==> src/rtl/timer_ctrl_pkg.sv <==
// Purpose: shared constants, state encodings and event-code helpers for the timer IRQ controller.
// Latency: n/a (package only).
// Backpressure: n/a (package only).
package timer_ctrl_pkg;

   localparam int N_TIMER = 3;
   localparam int N_PEND  = 2 * N_TIMER;

   // CTRL register bit positions
   localparam int CTRL_EN       = 0;
   localparam int CTRL_ONE_SHOT = 1;
   localparam int CTRL_CMP_IE   = 2;
   localparam int CTRL_OVF_IE   = 3;
   localparam int CTRL_START    = 4;

   // cfg_addr codes
   localparam logic [1:0] ADDR_CTRL   = 2'd0;
   localparam logic [1:0] ADDR_COMP   = 2'd1;
   localparam logic [1:0] ADDR_OFFSET = 2'd2;
   localparam logic [1:0] ADDR_STEP   = 2'd3;

   typedef enum logic [1:0] {
      CH_IDLE = 2'd0,
      CH_LOAD = 2'd1,
      CH_RUN  = 2'd2,
      CH_HALT = 2'd3
   } chan_state_t;

   typedef enum logic {
      A_IDLE    = 1'b0,
      A_PRESENT = 1'b1
   } arb_state_t;

   // Stored part of CTRL; start is a strobe and is never held.
   typedef struct packed {
      logic ovf_ie;
      logic cmp_ie;
      logic one_shot;
      logic enable;
   } ctrl_t;

   localparam logic [7:0] CODE_CMP0 = 8'h01;
   localparam logic [7:0] CODE_OVF0 = 8'h02;
   localparam logic [7:0] CODE_CMP1 = 8'h03;
   localparam logic [7:0] CODE_OVF1 = 8'h04;
   localparam logic [7:0] CODE_CMP2 = 8'h05;
   localparam logic [7:0] CODE_OVF2 = 8'h06;

   // Lowest channel first; within a channel the overflow bit (odd) beats compare (even).
   function automatic logic [2:0] pick_pending(input logic [N_PEND-1:0] p);
      logic [2:0] idx;
      idx = 3'd0;
      if      (p[1]) idx = 3'd1;
      else if (p[0]) idx = 3'd0;
      else if (p[3]) idx = 3'd3;
      else if (p[2]) idx = 3'd2;
      else if (p[5]) idx = 3'd5;
      else if (p[4]) idx = 3'd4;
      return idx;
   endfunction

   function automatic logic [7:0] pend_code(input logic [2:0] idx);
      logic [7:0] code;
      case (idx)
         3'd0:    code = CODE_CMP0;
         3'd1:    code = CODE_OVF0;
         3'd2:    code = CODE_CMP1;
         3'd3:    code = CODE_OVF1;
         3'd4:    code = CODE_CMP2;
         3'd5:    code = CODE_OVF2;
         default: code = 8'h00;
      endcase
      return code;
   endfunction

endpackage

==> src/rtl/timer_chan_fsm.sv <==
// Purpose: one timer channel - config registers plus IDLE/LOAD/RUN/HALT sequencing of the counter.
// Latency: config writes visible the cycle after the write edge; start gives a 1-cycle clear then enable.
// Backpressure: none; every write and event is absorbed in the cycle it arrives.
// Ports: wr_en/addr/wdata = channel-local config write; evt_cmp = compare pulse (one-shot halt);
//        en/clear/comp/offset/step = counter controls; cmp_ie/ovf_ie = interrupt enables for the top.
module timer_chan_fsm
   import timer_ctrl_pkg::*;
#(
   parameter int WORD     = 8,
   parameter int STEP_CNT = 4
) (
   input  logic                clk,
   input  logic                reset,
   input  logic                wr_en,
   input  logic [1:0]          addr,
   input  logic [WORD-1:0]     wdata,
   input  logic                evt_cmp,
   output logic                en,
   output logic                clear,
   output logic [WORD-1:0]     comp,
   output logic [WORD-1:0]     offset,
   output logic [STEP_CNT-1:0] step,
   output logic                cmp_ie,
   output logic                ovf_ie
);

   ctrl_t       ctrl_q;
   chan_state_t state_q;
   chan_state_t state_d;
   logic        ctrl_wr;

   assign ctrl_wr = wr_en && (addr == ADDR_CTRL);
   assign cmp_ie  = ctrl_q.cmp_ie;
   assign ovf_ie  = ctrl_q.ovf_ie;

   always_ff @(posedge clk or negedge reset) begin
      if (!reset) begin
         ctrl_q <= '0;
         comp   <= '0;
         offset <= '0;
         step   <= '0;
      end else if (wr_en) begin
         case (addr)
            ADDR_CTRL:   ctrl_q <= ctrl_t'(wdata[3:0]);
            ADDR_COMP:   comp   <= wdata;
            ADDR_OFFSET: offset <= wdata;
            default:     step   <= wdata[STEP_CNT-1:0];
         endcase
      end
   end

   always_ff @(posedge clk or negedge reset) begin
      if (!reset) state_q <= CH_IDLE;
      else        state_q <= state_d;
   end

   always_comb begin
      state_d = state_q;
      en      = 1'b0;
      clear   = 1'b0;
      case (state_q)
         CH_LOAD: begin
            clear   = 1'b1;
            state_d = CH_RUN;
         end
         CH_RUN: begin
            en = 1'b1;
            if (evt_cmp && ctrl_q.one_shot) state_d = CH_HALT;
         end
         default: ;
      endcase
      // A CTRL write overrides normal sequencing: disable wins over start,
      // and start (with enable) restarts from any state.
      if (ctrl_wr) begin
         if (!wdata[CTRL_EN])        state_d = CH_IDLE;
         else if (wdata[CTRL_START]) state_d = CH_LOAD;
      end
   end

endmodule

==> src/rtl/timer_irq_controller.sv <==
// Purpose: three timer channels, masked pending flags and a one-at-a-time IRQ presenter to the core.
// Latency: event pulse -> pending next cycle -> irq_valid the cycle after; ack -> next valid 2 cycles later.
// Backpressure: irq_instr held until irq_ack; further events coalesce in pending meanwhile.
// Ports: cfg_* = config write bus; evt_cmp/evt_ovf = counter event pulses; tmr_* = counter controls;
//        irq_valid/irq_instr/irq_ack = event handshake to the core; pending = latched status.
module timer_irq_controller
   import timer_ctrl_pkg::*;
#(
   parameter int WORD     = 8,
   parameter int DWORD    = 16,
   parameter int STEP_CNT = 4
) (
   input  logic                        clk,
   input  logic                        reset,
   input  logic                        cfg_we,
   input  logic [1:0]                  cfg_sel,
   input  logic [1:0]                  cfg_addr,
   input  logic [WORD-1:0]             cfg_wdata,
   input  logic [N_TIMER-1:0]          evt_cmp,
   input  logic [N_TIMER-1:0]          evt_ovf,
   output logic [N_TIMER-1:0]          tmr_en,
   output logic [N_TIMER-1:0]          tmr_clear,
   output logic [N_TIMER*WORD-1:0]     tmr_comp,
   output logic [N_TIMER*WORD-1:0]     tmr_offset,
   output logic [N_TIMER*STEP_CNT-1:0] tmr_step,
   output logic                        irq_valid,
   output logic [DWORD-1:0]            irq_instr,
   input  logic                        irq_ack,
   output logic [2*N_TIMER-1:0]        pending
);

   logic [N_TIMER-1:0] cmp_ie;
   logic [N_TIMER-1:0] ovf_ie;
   logic [N_PEND-1:0]  pend_q;
   logic [N_PEND-1:0]  pend_set;
   logic [N_PEND-1:0]  pend_clr;
   logic [2:0]         sel_q;
   logic               arb_load;
   arb_state_t         arb_q;
   arb_state_t         arb_d;

   for (genvar i = 0; i < N_TIMER; i++) begin : g_chan
      localparam logic [1:0] SEL = 2'(i);

      timer_chan_fsm #(
         .WORD     (WORD),
         .STEP_CNT (STEP_CNT)
      ) u_chan (
         .clk     (clk),
         .reset   (reset),
         .wr_en   (cfg_we && (cfg_sel == SEL)),
         .addr    (cfg_addr),
         .wdata   (cfg_wdata),
         .evt_cmp (evt_cmp[i]),
         .en      (tmr_en[i]),
         .clear   (tmr_clear[i]),
         .comp    (tmr_comp[i*WORD +: WORD]),
         .offset  (tmr_offset[i*WORD +: WORD]),
         .step    (tmr_step[i*STEP_CNT +: STEP_CNT]),
         .cmp_ie  (cmp_ie[i]),
         .ovf_ie  (ovf_ie[i])
      );

      assign pend_set[2*i]   = evt_cmp[i] && cmp_ie[i];
      assign pend_set[2*i+1] = evt_ovf[i] && ovf_ie[i];
   end

   assign pending   = pend_q;
   assign irq_valid = (arb_q == A_PRESENT);

   always_comb begin
      arb_d    = arb_q;
      arb_load = 1'b0;
      pend_clr = '0;
      case (arb_q)
         A_IDLE: begin
            if (|pend_q) begin
               arb_load = 1'b1;
               arb_d    = A_PRESENT;
            end
         end
         A_PRESENT: begin
            if (irq_ack) begin
               pend_clr[sel_q] = 1'b1;
               arb_d           = A_IDLE;
            end
         end
         default: arb_d = A_IDLE;
      endcase
   end

   always_ff @(posedge clk or negedge reset) begin
      if (!reset) begin
         arb_q     <= A_IDLE;
         sel_q     <= '0;
         irq_instr <= '0;
         pend_q    <= '0;
      end else begin
         arb_q  <= arb_d;
         // set is ORed after the clear so a fresh event on the acked bit survives
         pend_q <= (pend_q & ~pend_clr) | pend_set;
         if (arb_load) begin
            sel_q     <= pick_pending(pend_q);
            irq_instr <= DWORD'(pend_code(pick_pending(pend_q)));
         end else if (arb_q == A_PRESENT && irq_ack) begin
            irq_instr <= '0;
         end
      end
   end

endmodule
==> config.mk <==
export PLATFORM = sky130hd
export DESIGN_NAME = timer_irq_controller
export DESIGN_NICKNAME = d
export VERILOG_FILES = /design/src/rtl/timer_ctrl_pkg.sv /design/src/rtl/timer_chan_fsm.sv /design/src/rtl/timer_irq_controller.sv
export SDC_FILE = /design/constraint.sdc
export NUM_CORES = 1
export LEC_CHECK = 0
export CORE_ASPECT_RATIO = 1.25
export CORE_UTILIZATION = 45
export CTS_BUF_LIST = sky130_fd_sc_hd__clkbuf_8 sky130_fd_sc_hd__clkbuf_16
export CTS_CLUSTER_SIZE = 40
export DETAILED_ROUTE_END_ITERATION = 6
export DONT_BUFFER_PORTS = 1
export GPL_TIMING_DRIVEN = 0
export SYNTH_ARGS = -nofsm -noshare
export SYNTH_HDL_FRONTEND = slang
export SYNTH_SLANG_ARGS = --single-unit
==> constraint.sdc <==
create_clock -name clk -period 3.9 [get_ports clk]
set_input_delay 0.78 -clock clk [delete_from_list [all_inputs] [get_ports clk]]
set_output_delay 0.78 -clock clk [all_outputs]
set_load 0.005 [all_outputs]
==> key figures, run 1 <==
Run status
  – Outcome: finished with violations
  – Failing checks: design-rule violations

Power and ir drop
  – Sequential share of power: between 50% and 60%
  – Combinational share of power: between 10% and 20%
  – Sw Pwr: between 0.0007 and 0.0008 W
  – Pint: 0.00180 W
  – Clock Power Share: a little over a quarter
  – VDD IR max: roughly 0.23 mV
  – PwrDens: between 500 and 600 nW/um2
  – Switch share: 29.1%
  – Pleak: between 1.5 and 2 nW

Setup path
  – Startpoint Class: flop
  – Crit path max fanout: 3
  – CP Class: reg2out
  – Reg2Reg Depth: 3
  – Reg-to-Reg End: irq_instr[0]
  – Worst r2r src: pending[2]
  – Setup slack, reg-to-reg: between 2000 and 2500 ps
  – CP Capture Type: output port
  – Worst EP arrival: between 1000 and 1500 ps
  – Worst EP required: around 3100 ps

Synth
  – Syn Area/Cell: 13.2 um2
  – Ys Warns: 0
  – Number of enable flip-flop cells after synthesis: 0
  – Post-Syn Area: about 3900 um2
  – Post-synthesis sequential area ratio: approximately 57%
  – Register bit total from synthesis: between 80 and 90
  – Ys async rst share: 100%
  – Main synth FF type: dfrtp_1
  – Library cells used by synthesis: 38
  – Gate Count Post-Synth: ~290

Global routing
  – Global route total overflow: 0
  – Global router's overall resource usage: between 10% and 20%
  – First-pass GRT wire length: roughly 12000 um
  – Initial antenna violation count: 0
  – Largest net degree at the start of global routing: roughly 90
  – Vias in the first global route: ~2200

Clocking
  – Post-CTS setup buffers: 0
  – Root buf cell: clkbuf_8
  – Max Buffers Root-to-Sink: 2
  – # hold bufs at CTS: 0
  – Post-cts gate resize count: 0
  – CTS buffer count: 9
  – Clk_lat worst skew: around 350 ps
  – CTS H-tree depth: 3
  – CTS tree: yes
  – Clock sink total: between 80 and 90
  – CTS clock-pin slew for the worst setup and hold paths: around 90 ps

STA
  – RSZ-0062 raised after global routing: false
  – PnR worst setup slack: a little under 2000 ps
  – Worst Tran Pin Value: ~560 ps
  – Setup tns final: 0 ps
  – Setup-violating endpoint count in the final report: 0
  – Min Tclk post-route: around 1900 ps
  – Final period utilization: about half
  – Hold Vio Cnt, Final: 0
  – Hold slack: approximately 100 ps
  – Max_slew headroom: 62.7%
  – Slew Viols, Final: 0
  – Layout Skew: 6.30 ps
  – Fmax achieved: slightly above 500 MHz

Detailed routing
  – Vias/cell: ~5.3
  – WL per Instance: ~18 um
  – Detailed-route via count: approximately 2200
  – DR iter-0 viols: 95
  – Residual DRC: 7
  – Wirelength, routed: ~7500 um
  – Post-route ant nets: 0
  – 1st-pass router iterations: 6

Worst hold path
  – Hold crit path type: in2async

Floorplanning
  – Core area: around 8300 um2
  – Die Width: about 85 um
  – Initial Util: between 40% and 50%
  – Die height: between 100 and 150 um
  – I/O pin count: between 100 and 150
  – Site Rows: 37
  – Die Footprint: ~8900 um2

Placement
  – Routability cong.: approximately 0.76
  – DP HPWL: roughly 5300 um
  – PortBufs: 0
  – Setup WS pre-CTS: about 1800 ps

Cells and area
  – Fillers: around 750
  – Layout Area Growth over Synthesis: 10.1%
  – Ant diodes: 0
  – Final net count: 346
  – Final core utilization: about half
  – Fraction of layout instances using a drive strength above 1: a little under two fifths

Flow run
  – # Max-Cap Violations: 0
## power groups by stage
stage | Sequential (W) | Combinational, W | Clock (W)
after floorplan | 0.00131 | 0.000431 | 0
after global placement | 0.00137 | 0.000488 | 0
after detailed placement | 0.00138 | 0.000502 | 0
after CTS | 0.00136 | 0.000505 | 0.000705
after global routing | 0.00139 | 0.000557 | 0.000746
final | 0.00136 | 0.000496 | 0.000687
## layout by cell type (no fill, tap or decap), types with 2 or more instances in the layout
cell type and count:
o21ai_0 6, ha_1 9, nor3_2 2, a31oi_1 4, nand3b_2 2, clkbuf_1 6, nor2_1 9, a211oi_1 2
a2bb2oi_1 3, nand3_1 2, clkbuf_8 9, nor4b_1 2, conb_1 13, nand3b_1 3, dfrtp_1 88, nand2b_1 5
mux2i_1 2, nor2_2 4, o21bai_1 2, inv_1 15, nand2_1 16, and3_1 2, mux2_2 68, buf_2 3
bufinv_16 2, clkinv_4 3, buf_4 19, a21oi_1 5
## per-stage QoR
stage          instances  cell area (um2)  power [W]
2_1_floorplan        304             3900    0.00174
3_3_place_gp         401             4020    0.00186
3_5_place_dp         401             4020    0.00188
4_1_cts              417             4240    0.00257
5_1_grt              417             4240    0.00269
6_report             417             4240    0.00254
## metal layers
| layer | part of all wire, % | GRT usage, % |
|---|---|---|
| met5 | 0 | 0 |
| met4 | 1.6 | 6.90 |
| met3 | 8.9 | 7.36 |
| met2 | 47 | 26.7 |
| met1 | 42 | 22.5 |
## cell families after synthesis
family / Yosys count / share of synthesized area (%)
AOI/OAI and AO/OA: 30 / 5.49
adders and majority gates: 9 / 2.92
buffers and inverters: 42 / 6.04
DFF: 88 / 57.2
muxes: 71 / 20.7
other: 1 / 0.0973
and+or+nand+nor: 51 / 7.60
## cells in the mapped netlist (2+ instances only)
| master | count | share of area [%] |
|---|---|---|
| nand3_1 | 2 | 0.26 |
| a211oi_1 | 2 | 0.39 |
| nor4b_1 | 2 | 0.45 |
| nand2_1 | 16 | 1.6 |
| nand3b_1 | 3 | 0.58 |
| nor2_1 | 9 | 0.88 |
| buf_2 | 3 | 0.39 |
| nand2b_1 | 5 | 0.81 |
| inv_1 | 14 | 1.4 |
| nand3b_2 | 2 | 0.58 |
| a2bb2oi_1 | 3 | 0.68 |
| nor3_2 | 2 | 0.52 |
| buf_4 | 19 | 3.7 |
| ha_1 | 9 | 2.9 |
| a31oi_1 | 4 | 0.65 |
| mux2_2 | 68 | 20 |
| dfrtp_1 | 88 | 57 |
| and3_1 | 2 | 0.32 |
| o21bai_1 | 2 | 0.39 |
| clkbuf_1 | 6 | 0.58 |
| a21oi_1 | 5 | 0.65 |
| nor2_2 | 4 | 0.65 |
| o21ai_0 | 6 | 0.78 |
| mux2i_1 | 2 | 0.52 |
## area by class of cell
class                      count  area [um2]  share of cell area (%)
multi-input combinational    174        1460                    34.5
sequential                    88        2200                    51.9
tap                           97         121                    2.86
clock inverter                 7        97.6                    2.30
buffer                        28         180                    4.25
inverter                      14        52.6                    1.24
clock buffer                   9         124                    2.92
## worst max path at each step
| stage | start | end | slack, ps | depth (start not counted) |
|---|---|---|---|---|
| 2_1_floorplan | cfg_sel[1] | g_chan[0].u_chan.step[0] | 2030 | 4 |
| 3_3_place_gp | cfg_sel[0] | g_chan[2].u_chan.comp[2] | 1830 | 3 |
| 5_1_grt | g_chan[0].u_chan.state_q[0] | tmr_en[0] | 1890 | 3 |
| 6_report | g_chan[0].u_chan.state_q[0] | tmr_en[0] | 1960 | 3 |
| 3_5_place_dp | cfg_sel[0] | g_chan[2].u_chan.comp[7] | 1810 | 3 |
| 4_1_cts | g_chan[0].u_chan.state_q[0] | tmr_en[0] | 1940 | 3 |
## flip-flops by register name, indices dropped and copies added (netlist names)
register and count:
g_chan.u_chan.comp 24, g_chan.u_chan.offset 24, g_chan.u_chan.step 12, g_chan.u_chan.state_q 6, pending 6, g_chan.u_chan.cmp_ie 3, g_chan.u_chan.ctrl_q 3, g_chan.u_chan.ovf_ie 3
irq_instr 3, sel_q 3, irq_valid 1
## critical path, cell delays in order (launching register included)
cell and delay [ps]:
dfrtp_1 370, inv_1 70, ha_1 220, buf_4 140
No activity file was read; power rests on OpenSTA's default activity.
==> inputs of run 2 (changes only) <==
- clock period: 3.9 -> 1.9 ns (I/O delays scaled with it)
==> results of run 2 <==
The final DEF is identical to that of run 1. Status: finished with violations: design-rule violations, negative hold slack.
Among the figures that moved: setup slack after placement 1810 ps -> 206 ps; setup slack after layout 1960 ps -> 278 ps; hold slack 102 ps -> -298 ps; number of hold violations in the final report 0 -> 88; start point of the critical path g_chan[0].u_chan.state_q[0] -> pending[2]; end point of the critical path tmr_en[0] -> irq_instr[0]; register-to-register setup slack 2280 ps -> 280 ps; total power 0.00254 W -> 0.00521 W; worst IR drop on VDD 0.234 mV -> 0.481 mV
